[config.mk]
export PLATFORM = sky130hd
export DESIGN_NAME = prog_moore_fsm
export DESIGN_NICKNAME = d
export VERILOG_FILES = /design/src/rtl/prog_moore_pkg.sv /design/src/rtl/prog_moore_tab.sv /design/src/rtl/prog_moore_fsm.sv
export SDC_FILE = /design/constraint.sdc
export NUM_CORES = 1
export LEC_CHECK = 0
export CAP_MARGIN = 20
export CORE_ASPECT_RATIO = 2
export CORE_MARGIN = 5
export CORE_UTILIZATION = 55
export DETAILED_ROUTE_END_ITERATION = 10
export GPL_TIMING_DRIVEN = 0
export PLACE_DENSITY_LB_ADDON = 0.1
export SLEW_MARGIN = 20
export SYNTH_ARGS = -nofsm -noshare
export SYNTH_HDL_FRONTEND = slang
export SYNTH_HIERARCHICAL = 1
export SYNTH_SLANG_ARGS = --single-unit
[constraint.sdc]
create_clock -name clk -period 3.6 [get_ports clk]
set_clock_uncertainty 0.2 [all_clocks]
set_input_delay 0.54 -clock clk [delete_from_list [all_inputs] [get_ports clk]]
set_output_delay 0.54 -clock clk [all_outputs]
set_load 0.005 [all_outputs]
[src/rtl/prog_moore_pkg.sv]
// Shared constants and helpers for the programmable Moore FSM.
// Config select encodings and config data width derivation.
package prog_moore_pkg;

  localparam logic CFG_SEL_NEXT = 1'b0;
  localparam logic CFG_SEL_OUT  = 1'b1;

  localparam int CNT_W = 16;

  function automatic int cfg_wd(input int sw, input int ow);
    return (sw > ow) ? sw : ow;
  endfunction

endpackage

[src/rtl/prog_moore_tab.sv]
// Register-array table: synchronous write, asynchronous read,
// per-entry reset value supplied by the instantiating module.
module prog_moore_tab #(
  parameter int DEPTH = 8,
  parameter int WIDTH = 3,
  parameter int AW    = 3
) (
  input  logic                        clk,
  input  logic                        rst_n,
  input  logic [DEPTH-1:0][WIDTH-1:0] rst_val_i,
  input  logic                        we_i,
  input  logic [AW-1:0]               wr_addr_i,
  input  logic [WIDTH-1:0]            wr_data_i,
  input  logic [AW-1:0]               rd_addr_i,
  output logic [WIDTH-1:0]            rd_data_o
);

  logic [DEPTH-1:0][WIDTH-1:0] mem_q;

  always_ff @(posedge clk) begin
    if (!rst_n) begin
      mem_q <= rst_val_i;
    end else if (we_i) begin
      for (int i = 0; i < DEPTH; i++) begin
        if (wr_addr_i == AW'(i)) begin
          mem_q[i] <= wr_data_i;
        end
      end
    end
  end

  always_comb begin
    rd_data_o = '0;
    for (int i = 0; i < DEPTH; i++) begin
      if (rd_addr_i == AW'(i)) begin
        rd_data_o = mem_q[i];
      end
    end
  end

endmodule

[src/rtl/prog_moore_fsm.sv]
// Table-driven programmable Moore FSM stepping on handshaked symbols.
// Optional accepted-step counter enabled by PROG_MOORE_STEP_CNT_EN.
module prog_moore_fsm
  import prog_moore_pkg::*;
#(
  parameter  int N_STATES    = 8,
  parameter  int IN_W        = 1,
  parameter  int OUT_W       = 2,
  parameter  int RESET_STATE = 0,
  localparam int SW          = $clog2(N_STATES),
  localparam int WD          = cfg_wd(SW, OUT_W)
) (
  input  logic               clk,
  input  logic               rst_n,
  input  logic               in_valid,
  input  logic [IN_W-1:0]    in_data,
  output logic               in_ready,
  input  logic               run,
  input  logic               cfg_we,
  input  logic               cfg_sel,
  input  logic [SW+IN_W-1:0] cfg_addr,
  input  logic [WD-1:0]      cfg_wdata,
  output logic [SW-1:0]      state,
  output logic [OUT_W-1:0]   out,
  output logic               err
`ifdef PROG_MOORE_STEP_CNT_EN
  ,
  output logic [CNT_W-1:0]   step_cnt
`endif
);

  localparam int AW     = SW + IN_W;
  localparam int NDEPTH = N_STATES << IN_W;

  localparam logic [SW:0]   NS     = (SW+1)'(N_STATES);
  localparam logic [SW-1:0] RST_ST = SW'(RESET_STATE);

  logic [SW-1:0]    state_q, state_d;
  logic [OUT_W-1:0] out_q, out_d;
  logic             err_q, err_d;

  logic             step;
  logic [SW-1:0]    n_st, o_st;
  logic             n_we, o_we;
  logic             clr;
  logic [SW-1:0]    nxt_raw, tgt;
  logic             legal;
  logic [OUT_W-1:0] o_rd;
  logic             frz_edit;

  logic [NDEPTH-1:0][SW-1:0] n_rst;

  assign step = in_valid && run;

  assign n_st = cfg_addr[AW-1:IN_W];
  assign o_st = cfg_addr[SW-1:0];

`ifdef PROG_MOORE_STEP_CNT_EN
  assign clr = cfg_we && (cfg_sel == CFG_SEL_OUT) && (&o_st);
`else
  assign clr = 1'b0;
`endif

  assign n_we = cfg_we && (cfg_sel == CFG_SEL_NEXT) &&
                ({1'b0, n_st} < NS);
  assign o_we = cfg_we && (cfg_sel == CFG_SEL_OUT) &&
                ({1'b0, o_st} < NS) && !clr;

  // Each next-state entry defaults to a self-loop on its own state.
  for (genvar g = 0; g < NDEPTH; g++) begin : g_nrst
    assign n_rst[g] = SW'(g >> IN_W);
  end

  prog_moore_tab #(
    .DEPTH(NDEPTH),
    .WIDTH(SW),
    .AW   (AW)
  ) u_ntab (
    .clk      (clk),
    .rst_n    (rst_n),
    .rst_val_i(n_rst),
    .we_i     (n_we),
    .wr_addr_i(cfg_addr),
    .wr_data_i(cfg_wdata[SW-1:0]),
    .rd_addr_i({state_q, in_data}),
    .rd_data_o(nxt_raw)
  );

  assign legal = ({1'b0, nxt_raw} < NS);
  assign tgt   = legal ? nxt_raw : RST_ST;

  prog_moore_tab #(
    .DEPTH(N_STATES),
    .WIDTH(OUT_W),
    .AW   (SW)
  ) u_otab (
    .clk      (clk),
    .rst_n    (rst_n),
    .rst_val_i('0),
    .we_i     (o_we),
    .wr_addr_i(o_st),
    .wr_data_i(cfg_wdata[OUT_W-1:0]),
    .rd_addr_i(tgt),
    .rd_data_o(o_rd)
  );

  // Frozen displays follow edits to the current state's output.
  assign frz_edit = o_we && !run && (o_st == state_q);

  always_ff @(posedge clk) begin
    if (!rst_n) begin
      state_q <= RST_ST;
      out_q   <= '0;
      err_q   <= 1'b0;
    end else begin
      state_q <= state_d;
      out_q   <= out_d;
      err_q   <= err_d;
    end
  end

  always_comb begin
    state_d = state_q;
    out_d   = out_q;
    err_d   = 1'b0;
    if (step) begin
      state_d = tgt;
      out_d   = o_rd;
      err_d   = !legal;
    end else if (frz_edit) begin
      out_d   = cfg_wdata[OUT_W-1:0];
    end
  end

  always_comb begin
    in_ready = run;
    state    = state_q;
    out      = out_q;
    err      = err_q;
  end

`ifdef PROG_MOORE_STEP_CNT_EN
  logic [CNT_W-1:0] cnt_q, cnt_d;

  always_ff @(posedge clk) begin
    if (!rst_n) begin
      cnt_q <= '0;
    end else begin
      cnt_q <= cnt_d;
    end
  end

  always_comb begin
    cnt_d = cnt_q;
    if (clr) begin
      cnt_d = '0;
    end else if (step && (cnt_q != {CNT_W{1'b1}})) begin
      cnt_d = cnt_q + 1'b1;
    end
  end

  assign step_cnt = cnt_q;
`endif

endmodule

# Word level (Yosys, flattened, before mapping)
# Cells that the tools add are included.
[classes] eq_ne=45 muxes=26 n_bitwise=1 reduce_logical=35
[op_table] op="equality test 4 bit, second input constant" n=16
[op_table] op="two-way mux 3 bit" n=16
[op_table] op="AND reduction 2 bit" n=24
[op_table] op="equality test 4 x 3 -> 1 bit, second input constant" n=8
[op_table] op="equality test 3 bit, second input constant" n=8
[op_table] op="two-way mux 2 bit" n=10
[op_table] op="equality test 4 x 2 -> 1 bit, second input constant" n=4
[op_table] op="equality test 3 x 2 -> 1 bit, second input constant" n=4
[op_table] op="equality test 4 x 1 -> 1 bit, second input constant" n=2
[op_table] op="zero test 4 bit" n=2
[op_table] op="equality test 3 x 1 -> 1 bit, second input constant" n=2
[op_table] op="zero test 3 bit" n=2
[op_table] op="logical AND 1 bit" n=5
[op_table] op="equality test 3 bit" n=1
[op_table] op="nonzero test 2 bit" n=1
[op_table] op="zero test 1 bit" n=1
[op_table] op="NOT 1 bit" n=1
[totals] regBits=69 inputBits=14 out_inout_bits=7 word_cells=133

# Logic depth before layout (Yosys ltp)
# Gate-level depths: netlist of the first run.
[depth] ltp_word=27 ltp_mapped=14 ltp_nobuf=10

# By module
# Netlist of the first run, hierarchy kept.
[by_module_without_submodules] mod="prog_moore_tab (u_ntab)" instances=1 cells_per_inst=258 area_each_um2=2636.3 seq_area_each_um2=1441.4
[by_module_without_submodules] mod="prog_moore_tab (u_otab)" instances=1 cells_per_inst=90 area_each_um2=902.1 seq_area_each_um2=480.5
[by_module_without_submodules] mod="prog_moore_fsm" instances=1 cells_per_inst=34 area_each_um2=290.3 seq_area_each_um2=100.1

# Least setup slack after synthesis of the first run
# No wires, ideal clock.
[synth_timing] kind="flip-flop to flip-flop" from="reg state_q[0] (netlist: state[0])" to="reg out_q[0] (netlist: out[0])" setup_time_ns=0.122 t_arrival_ns=2.367 t_required_ns=3.278 slack_ns=0.910 path_stages_with_launch=11 n_path_buf=2 period_less_slack_ns=2.690 path_cell_list="dfxtp_1 -> buf_2 -> clkbuf_1 -> o221ai_1 -> a221o_1 -> o211ai_1 -> mux2_2 -> o311ai_0 -> nand2_1 -> o211ai_1 -> mux2i_1"
[synth_between] elab_chain_cells=27 elab_cells_between_ends=52 cone_classes="eq/ne: 23; mux: 25; reduce/logical: 4"
[synth_rtl] element="start, declared" line_no="prog_moore_fsm.sv:38" rtl="logic [SW-1:0] state_q, state_d;"
[synth_rtl] element="start signal, assigned" line_no="prog_moore_fsm.sv:116" rtl="state_q <= state_d;"
[synth_rtl] element="zero test 4 bit" line_no="prog_moore_tab.sv:35" rtl="if (rd_addr_i == AW'(i)) begin"
[synth_rtl] element="two-way mux 3 bit (15 in series)" line_no="prog_moore_tab.sv:35"
[synth_rtl] element="two-way mux 3 bit *" line_no="prog_moore_tab.sv:35"
[synth_rtl] element="net nxt_raw[1]" line_no="prog_moore_fsm.sv:46" rtl="logic [SW-1:0] nxt_raw, tgt;"
[synth_rtl] element="zero test 3 bit" line_no="prog_moore_tab.sv:35"
[synth_rtl] element="two-way mux 2 bit (7 in series)" line_no="prog_moore_tab.sv:35"
[synth_rtl] element="two-way mux 2 bit *" line_no="prog_moore_tab.sv:35"
[synth_rtl] element="net o_rd[0]" line_no="prog_moore_fsm.sv:48" rtl="logic [OUT_W-1:0] o_rd;"
[synth_rtl] element="two-way mux 2 bit *" line_no="prog_moore_fsm.sv:126" rtl="if (step) begin"
[synth_rtl] element="end signal, assigned" line_no="prog_moore_fsm.sv:117" rtl="out_q <= out_d;"
[synth_rtl] element="end, declared" line_no="prog_moore_fsm.sv:39" rtl="logic [OUT_W-1:0] out_q, out_d;"
# Mark *: on every way through the listed nets, which the timed path passes. The rest lies on a longest branch.
# A chain may end at the register's enable or synchronous reset.

# Final worst setup path of the first run
# Ends and elaborated chain as after synthesis.

==> summary.txt, run 1 <==
Logic synthesis
  • Mux cell area share after synthesis: 0.06601
  • Post-Synth Adder-Cell Area: 0
  • Netlist cell types: 48
  • Post-synthesis xor/xnor area fraction: 0.006863
  • Register area share after synthesis: 0.5281
  • Yosys reg bits: 69
  • Synth Warn #: 6
  • Compound-cell area share of the yosys netlist: 0.2082
  • Post-synth EDFFs: 64
  • Main synth FF type: edfxtp_1
  • Largest family of logic cells by synthesized area: compound AO/OA/AOI/OAI gates
  • Post-Syn Area: 3829 um^2
  • Gate Count Post-Synth: 382
  • Simple logic cell fraction of the synthesized area: 0.08562
  • FFs w/ async S/R, synth: 0
  • Avg Cell Area, Syn: 10.02 um^2

Worst hold path
  • Hold Path Stages: 2
  • HP Start: out[1]$_SDFFE_PN0P_
  • Hold Path Class: reg -> reg
  • Endpoint, Worst Hold: out[1]$_SDFFE_PN0P_

Final layout
  • Layout Nets: 490
  • # diodes: 0
  • Final Util: 0.6739
  • Most frequent cells in the layout: o21ai_0, inv_1, conb_1
  • Commonest non-fill, non-tap cell in the layout: o21ai_0
  • Synthesis-to-layout area growth: 21.21%
  • Share of cells above drive strength 1: 0.06653

GRT
  • Largest net degree at the start of global routing: 20
  • Total global routing overflow: 0
  • Tot GR Track Use: 0.2326
  • Initial antenna violation count: 0
  • Vias in the first global route: 2,858
  • First-pass GRT wire length: 14.06 mm

Setup path
  • R2r worst-path depth: 12
  • CP Capture Type: flip-flop
  • Reg-to-reg endpoint: out[0]$_SDFFE_PN0P_
  • Critical path class: reg -> reg
  • Top cell by count, worst path: o211ai_1
  • CP arrival: 3.33 ns
  • Worst r2r src: state[0]$_SDFFE_PN0P_
  • CP max FO: 10
  • CP startpoint kind: flip-flop
  • Crit path max-delay cell type: clkbuf_1
  • CP Cell Sequence: buf_2, clkbuf_1, o221ai_1, a221o_1, o211ai_1, buf_4, mux2i_1, o211ai_1, o311ai_0, nand2_1, o211ai_1, mux2i_1
  • CP Data Required Time: 3.62 ns
  • Worst R2R Setup Slack: 0.29 ns
  • Crit-path max cell delay: 0.41 ns

Die
  • Core area: 6887 um^2
  • Starting Density: 0.5560
  • Die Wd: 69.00 um
  • Num ports: 21
  • Die height: 128.0 um
  • Rows: 43
  • Full die area: 8831 um^2

Clock network
  • Htree depth: 3
  • Maximum buffer depth of the clock tree: 2
  • Clock sinks: 69
  • Clk Latency, worst-skew pair: 0.34 ns
  • CTS tree: built
  • CTS root buf: clkbuf_16
  • Clock transition at the registers of the reported paths: 0.05 ns
  • Hold buffer count at cts: 0
  • Num CTS Buffers: 9

STA
  • Slew Viols, Final: 0
  • Worst slew margin: 0.4215
  • Slew at the pin with the worst max-slew slack: 0.8604 ns
  • RSZ-0062 raised after global routing: no
  • Setup-failing EPs final: 0
  • Final worst setup slack: 0.2900 ns
  • Final hold viol count: 0
  • Fin crit share: 0.9194
  • Tmin final: 3.310 ns
  • Fmax: 0.3021 GHz

Placed design
  • Final HPWL DP: 7.233 mm
  • IO buf count: 19
  • Pre-CTS setup slack: -0.3557 ns
  • GP Congestion: 0.8158

Drt
  • Routed WL per cell: 16.51 um
  • Drt first pass iters: 4
  • Drt initial violations: 220
  • Antenna Violating Nets Remaining: 0
  • DR DRC count: 0
  • DRT Wirelength: 9.428 mm
  • Vias: 2,915
  • Vias/cell: 5.105

Run status
  • Status: complete, no violations

Power and ir drop
  • Total power: 2.131 mW
  • Peak VDD IR: 0.0003387 V
  • Power Density: 459.2 nW/um^2
  • Static leakage: 1.854 nW

Job
  • Max-Cap Viols: 0
where the power goes:
part           internal, mW  switching, mW
Clock                 0.455          0.313
Combinational         0.150          0.214
Sequential            0.968         0.0305
Total                  1.57          0.557
cells in the mapped netlist, types with 2 or more instances:
master / n / area [um^2]
o21ai_0: 80 / 400.4
buf_6: 3 / 33.78
a21oi_1: 5 / 25.02
inv_1: 66 / 247.7
nor2b_1: 3 / 18.77
o41ai_1: 2 / 17.52
mux2i_1: 14 / 140.1
a2bb2oi_1: 2 / 17.52
nand3b_1: 8 / 60.06
nor3_1: 2 / 10.01
dfxtp_1: 5 / 100.1
nand2b_1: 14 / 87.58
mux4_2: 4 / 90.09
a21o_1: 2 / 15.01
a211o_1: 2 / 17.52
conb_1: 2 / 7.510
nand3_1: 8 / 40.04
nor2_1: 4 / 15.01
o32ai_1: 2 / 17.52
nand2_1: 20 / 75.07
buf_4: 4 / 30.03
buf_2: 3 / 15.01
a21boi_0: 4 / 30.03
o211ai_1: 6 / 45.04
mux2_2: 2 / 22.52
edfxtp_1: 64 / 1922
xor2_1: 3 / 26.28
a22oi_1: 2 / 15.01
clkbuf_1: 15 / 56.30
o31ai_1: 11 / 82.58
o22ai_1: 3 / 18.77
what timing repair did:
action / in CTS / in global routing
gates resized for setup: 0 / 2
endpoints found under the setup margin: 0 / 2
buffers inserted: 0 / 1
layer usage:
layer / share of wire / track usage
met3: 0.032 / 0.05351
met4: 0.063 / 0.1667
met2: 0.56 / 0.4229
met1: 0.34 / 0.2088
met5: 0 / 0
how the worst max path moves through the flow:
stage                                     end  depth (start not counted)  slack [ns]                   from
final                     out[0]$_SDFFE_PN0P_                         12        0.29  state[0]$_SDFFE_PN0P_
after global routing      out[0]$_SDFFE_PN0P_                         12        0.13  state[0]$_SDFFE_PN0P_
after CTS                 out[0]$_SDFFE_PN0P_                         13       0.006                in_data
after detailed placement  out[0]$_SDFFE_PN0P_                         13       -0.36                in_data
after global placement    out[0]$_SDFFE_PN0P_                         11       -0.27                in_data
after floorplan           out[0]$_SDFFE_PN0P_                         10        0.91  state[0]$_SDFFE_PN0P_
sequential cells by signal, summed over array words and instances, names as in the netlist:
name and flops:
state 3, u_ntab/mem_q 48, out 2, u_otab/mem_q 16
cell type report:
| class | count | area [um^2] |
|---|---|---|
| repair buffers | 20 | 200.2 |
| fillers | 599 | 2246 |
| clock inverters | 6 | 30.03 |
| flip-flops and latches | 69 | 2022 |
| multi-input cells | 282 | 1652 |
| plain buffers | 27 | 143.9 |
| inverters | 67 | 251.5 |
| clock buffers | 10 | 229.0 |
| well taps | 90 | 112.6 |
stage by stage:
step                hold slack (ns)  cells  instance area [um^2]  TNS, ns
finish                       0.2699    571                  4641        0
global route                 0.2988    571                  4641        0
CTS                          0.2776    570                  4627        0
detailed placement           0.2671    554                  4368  -0.6516
global placement             0.2488    554                  4368  -0.5296
floorplan                    0.2549    445                  4065        0
cells by family after synthesis:
| family | after synthesis |
|---|---|
| compound gates | 132 |
| buf+inv | 94 |
| flops | 69 |
| simple gates | 62 |
| mux | 20 |
| xor+xnor | 3 |
| other cells | 2 |
critical path, delay by kind of cell (launching register included):
family | cells | cell delay [ns]
flops | 1 | 0.39
compound gates | 6 | 1.18
mux | 2 | 0.32
simple gates | 1 | 0.18
buf+inv | 3 | 0.90
(Power assumes the default switching activity.)
==> inputs of run 2 (changes only) <==
- CORE_UTILIZATION: 55 -> 54
- clock period: 3.6 -> 2.89 ns (I/O delays scaled with it)
==> summary.txt, run 2 (synthesized netlist as in run 1, its figures left out) <==
STA
  • Slew Viols, Final: 0
  • Slew at the pin with the worst max-slew slack: 0.7875 ns
  • Setup-failing EPs final: 1
  • Fin crit share: 1.005
  • Tmin final: 2.905 ns
  • Final hold viol count: 0
  • Final worst setup slack: -0.01466 ns
  • Final hold slack: 0.2704 ns
  • RSZ-0062 raised after global routing: yes
  • Worst slew margin: 0.4681
  • Fmax: 0.3443 GHz

Worst hold path
  • Hold Path Class: reg -> reg
  • HP Start: out[0]$_SDFFE_PN0P_
  • Endpoint, Worst Hold: out[0]$_SDFFE_PN0P_
  • Hold Path Stages: 2

Drt
  • Vias/cell: 5.169
  • DR DRC count: 0
  • Drt first pass iters: 4
  • DRT Wirelength: 9.817 mm
  • Vias: 2,993
  • Antenna Violating Nets Remaining: 0
  • Routed WL per cell: 16.96 um
  • Drt initial violations: 187

Setup path
  • CP startpoint kind: flip-flop
  • R2r worst-path depth: 11
  • Worst r2r src: state[1]$_SDFFE_PN0P_
  • CP Cell Sequence: buf_6, nor3_1, a211o_1, a221o_1, o211ai_1, buf_4, mux2_4, o311ai_4, nand2_2, o211ai_1, mux2i_1
  • CP arrival: 2.92 ns
  • Critical path class: reg -> reg
  • CP Capture Type: flip-flop
  • Reg-to-reg endpoint: out[0]$_SDFFE_PN0P_
  • Worst R2R Setup Slack: -0.01 ns
  • Crit path max-delay cell type: dfxtp_4
  • Crit-path max cell delay: 0.43 ns
  • Top cell by count, worst path: o211ai_1
  • CP max FO: 7
  • CP Data Required Time: 2.91 ns

Run status
  • Failing checks: negative setup slack
  • Status: finished, violations left

Power and ir drop
  • Total power: 2.903 mW
  • Clock power share: 0.387
  • Sw Share: 0.2513
  • Internal power: 2.174 mW
  • Flop pwr share: 0.429
  • Comb pwr share: 0.184
  • Peak VDD IR: 0.0004068 V
  • Switching Power: 0.7298 mW
  • Static leakage: 1.968 nW
  • Power Density: 594.4 nW/um^2

Clock network
  • Maximum buffer depth of the clock tree: 2
  • Clk Latency, worst-skew pair: 0.33 ns
  • CTS tree: built
  • Htree depth: 3
  • Clock transition at the registers of the reported paths: 0.05 ns
  • CTS root buf: clkbuf_16
  • Clock sinks: 69
  • Num CTS Buffers: 9

Die
  • Rows: 43
  • Die Wd: 69.54 um
  • Starting Density: 0.5516
  • Full die area: 8976 um^2
  • Num ports: 21
  • Core area: 6940 um^2
  • Die height: 129.1 um

Final layout
  • Share of cells above drive strength 1: 0.1125
  • Storage element area: 2031 um^2
  • Final Util: 0.7038
  • Commonest non-fill, non-tap cell in the layout: o21ai_0
  • Max reg flops: 48
  • Layout Nets: 498
  • # diodes: 0
  • Synthesis-to-layout area growth: 27.58%
  • Largest Register: u_ntab/mem_q
  • Fin cells: 579
  • Area of the multi-input gates: 1694 um^2
  • Number of fill cells: 519
  • Most frequent cells in the layout: o21ai_0, inv_1, conb_1
  • Final instance area: 4885 um^2

Job
  • Max-Cap Viols: 0

Placed design
  • Final HPWL DP: 7.235 mm
  • GP Congestion: 0.8390
  • Placed insts: 554
  • IO buf count: 19
  • DP Area: 4368 um^2

GRT
  • Total global routing overflow: 0
  • Tot GR Track Use: 0.2335
  • Largest net degree at the start of global routing: 20
  • First-pass GRT wire length: 15.48 mm
  • Vias in the first global route: 3,015
  • Initial antenna violation count: 0
[run 2: cell types whose count changed in the layout (fill, tap and decap cells not counted), sizes merged]
cell	before	now
buf	12	20
clkbuf	26	30
clkdlybuf4s15	0	1
clkinv	4	2
clkinvlp	2	0
dlymetal6s2s	1	0
[run 2: worst max-delay path: cells and delay by family (launching register included)]
| kind | cells | cell delay (ns) |
|---|---|---|
| mux | 2 | 0.41 |
| compound gates | 5 | 1.22 |
| simple gates | 2 | 0.19 |
| flops | 1 | 0.43 |
| buf+inv | 2 | 0.34 |
[run 2: metrics by stage]
step	setup TNS, ns	setup slack, ns
finish	-0.01466	-0.01466
global route	-0.2104	-0.1188
CTS	-0.01696	-0.01696
detailed placement	-2.673	-0.9479
global placement	-2.323	-0.9121
floorplan	0	0.2003
[run 2: power groups by stage]
stage          clock network, mW  registers (mW)  logic (mW)
2_1_floorplan                  0            1.24       0.301
3_3_place_gp                   0            1.26       0.436
3_5_place_dp                   0            1.26       0.442
4_1_cts                     1.14            1.24       0.500
5_1_grt                     1.19            1.25       0.583
6_report                    1.12            1.25       0.534
[run 2: layer usage]
metal,vias to the layer above,wire length (um),track usage
met2,72,5491,0.4364
met4,0,639,0.1657
met1,1384,3339,0.2221
met5,-,0,0
met3,39,347,0.04969
li1,1498,-,-
[run 2: how the worst max path moves through the flow]
stage / start / endpoint / slack [ns] / depth (start not counted)
CTS: state[0]$_SDFFE_PN0P_ / out[0]$_SDFFE_PN0P_ / -0.02 / 11
detailed placement: in_data / out[0]$_SDFFE_PN0P_ / -0.95 / 11
floorplan: state[0]$_SDFFE_PN0P_ / out[0]$_SDFFE_PN0P_ / 0.20 / 10
global route: state[1]$_SDFFE_PN0P_ / out[0]$_SDFFE_PN0P_ / -0.12 / 12
global placement: in_data / out[0]$_SDFFE_PN0P_ / -0.91 / 11
finish: state[1]$_SDFFE_PN0P_ / out[0]$_SDFFE_PN0P_ / -0.01 / 11
[run 2: layout make-up]
class / count / area share
Buffer: 26 / 0.03970
Clock buffer: 14 / 0.06276
Clock inverter: 2 / 0.002049
Inverter: 67 / 0.05149
Multi-Input combinational cell: 282 / 0.3468
Sequential cell: 69 / 0.4157
Tap cell: 90 / 0.02305
Timing Repair Buffer: 29 / 0.05840
[run 2: what timing repair did]
item	CTS	global route
gates cloned	1	1
pin swaps	7	7
setup endpoints to repair	2	2
gates resized for setup	32	11
hold buffers	0	0
buffers inserted	7	1
==> inputs of run 3 (changes only) <==
- PLACE_DENSITY: default -> 0.74
- PLACE_DENSITY_LB_ADDON: 0.1 -> default
==> summary.txt, run 3 (synthesized netlist as in run 1, its figures left out) <==
Setup path
  • Buf/Inv on CP: 4
  • CP Cell Sequence: buf_8, buf_6, nand3b_1, o211ai_1, a22oi_1, o211ai_1, buf_4, buf_6, mux2i_1, o211ai_1, o311ai_2, nand2_1, o211ai_1, mux2i_1
  • CP arrival: 2.83 ns
  • CP startpoint kind: flip-flop
  • CP max FO: 8
  • R2r worst-path depth: 14
  • Worst r2r src: state[1]$_SDFFE_PN0P_
  • Critical path class: reg -> reg
  • Crit path max-delay cell type: dfxtp_4
  • CP Capture Type: flip-flop
  • Worst R2R Setup Slack: 0.07 ns
  • Delay-heaviest family, CP: compound AO/OA/AOI/OAI gates
  • Reg-to-reg endpoint: out[0]$_SDFFE_PN0P_
  • Crit-path max cell delay: 0.41 ns
  • Top cell by count, worst path: o211ai_1
  • CP Data Required Time: 2.90 ns

Power and ir drop
  • Power Density: 582.6 nW/um^2
  • Peak VDD IR: 0.0003979 V
  • Static leakage: 1.949 nW

GRT
  • Vias in the first global route: 2,889
  • First-pass GRT wire length: 14.03 mm
  • Initial antenna violation count: 0
  • Tot GR Track Use: 0.2117
  • Total global routing overflow: 0
  • Largest net degree at the start of global routing: 20

Placed design
  • GP Congestion: 0.8924
  • Final HPWL DP: 7.160 mm
  • IO buf count: 19
  • Pre-CTS setup slack: -0.9137 ns
  • Placed insts: 554
  • DP Area: 4368 um^2

Final layout
  • Area of the multi-input gates: 1707 um^2
  • Final instance area: 4840 um^2
  • Max reg flops: 48
  • Number of fill cells: 529
  • Synthesis-to-layout area growth: 26.41%
  • Share of cells above drive strength 1: 0.1184
  • Largest Register: u_ntab/mem_q
  • Most frequent cells in the layout: o21ai_0, inv_1, conb_1
  • Fin cells: 580
  • # diodes: 0
  • Layout Nets: 499
  • Storage element area: 2028 um^2
  • Commonest non-fill, non-tap cell in the layout: o21ai_0

STA
  • Slew Viols, Final: 0
  • Final worst setup slack: 0.07302 ns
  • Setup-failing EPs final: 0
  • Final hold viol count: 0
  • Tmin final: 2.817 ns
  • Fin crit share: 0.9747
  • Worst slew margin: 0.4789
  • TNS Setup: 0 ns
  • Slew at the pin with the worst max-slew slack: 0.7716 ns
  • Fmax: 0.3550 GHz

Die
  • Rows: 43
  • Core area: 6940 um^2
  • Full die area: 8976 um^2
  • Starting Density: 0.5516
  • Num ports: 21
  • Die Wd: 69.54 um
  • Die height: 129.1 um

Clock network
  • CTS tree: built
  • Htree depth: 3
  • Num CTS Buffers: 9
  • Clk Latency, worst-skew pair: 0.33 ns
  • CTS root buf: clkbuf_16
  • Maximum buffer depth of the clock tree: 2
  • Clock sinks: 69
  • Clock transition at the registers of the reported paths: 0.05 ns

Drt
  • Drt initial violations: 294
  • Vias/cell: 5.157
  • Vias: 2,991
  • DRT Wirelength: 9.448 mm
  • Antenna Violating Nets Remaining: 0
  • DR DRC count: 0
  • Drt first pass iters: 5
  • Routed WL per cell: 16.29 um

Worst hold path
  • Hold Path Stages: 2
  • HP Start: out[0]$_SDFFE_PN0P_
  • Hold Path Class: reg -> reg
  • Endpoint, Worst Hold: out[0]$_SDFFE_PN0P_

Job
  • Max-Cap Viols: 0

Run status
  • Status: complete, no violations
[run 3: what timing repair did]
action                     in CTS  in global routing
gates resized for setup        31                 15
pin swaps                       7                 13
setup endpoints to repair       2                  2
buffers inserted                3                  8
hold buffers                    0                  0
[run 3: tightest hold or removal path, delay by kind of cell, from the launching register on]
kind / cells / cell delay (ns)
DFF: 1 / 0.31
muxes: 1 / 0.06
and+or+nand+nor: 1 / 0.05
[run 3: worst max-delay path by stage]
stage | from | endpoint | slack, ns | cells past startpoint
3_3_place_gp | in_data | out[0]$_SDFFE_PN0P_ | -0.91 | 11
4_1_cts | state[0]$_SDFFE_PN0P_ | out[1]$_SDFFE_PN0P_ | 0.003 | 12
3_5_place_dp | in_data | out[0]$_SDFFE_PN0P_ | -0.91 | 11
2_1_floorplan | state[0]$_SDFFE_PN0P_ | out[0]$_SDFFE_PN0P_ | 0.20 | 10
5_1_grt | state[1]$_SDFFE_PN0P_ | out[0]$_SDFFE_PN0P_ | -0.04 | 12
6_report | state[1]$_SDFFE_PN0P_ | out[0]$_SDFFE_PN0P_ | 0.07 | 14
[run 3: where the power goes]
| part | internal [mW] | leakage (nW) | total, mW | switching (mW) |
|---|---|---|---|---|
| clock network | 0.653 | 0.141 | 1.04 | 0.388 |
| logic | 0.242 | 1.14 | 0.530 | 0.288 |
| registers | 1.21 | 0.668 | 1.25 | 0.0416 |
| total | 2.10 | 1.95 | 2.82 | 0.718 |
[run 3: metrics by stage]
| stage | util | total power, mW | hold WS, ns |
|---|---|---|---|
| after global routing | 0.6973 | 2.936 | 0.3051 |
| final | 0.6973 | 2.819 | 0.2693 |
| after detailed placement | 0.6293 | 1.701 | 0.2617 |
| after global placement | 0.6293 | 1.691 | 0.2546 |
| after floorplan | - | 1.545 | 0.2549 |
| after CTS | 0.6831 | 2.767 | 0.2748 |
[run 3: layer usage]
layer | up-vias | global-route usage | part of all wire
met5 | - | 0 | 0
met4 | 0 | 0.1669 | 0.062
met3 | 31 | 0.03416 | 0.033
met2 | 84 | 0.4037 | 0.57
met1 | 1380 | 0.1938 | 0.34
li1 | 1496 | - | -
[run 3: final cells by class]
type,instances,area share
multi-input cells,282,0.3526
clock buffers,9,0.04654
repair buffers,30,0.05765
inverters,67,0.05196
flip-flops and latches,69,0.4191
well taps,90,0.02327
clock inverters,7,0.01163
plain buffers,26,0.03723
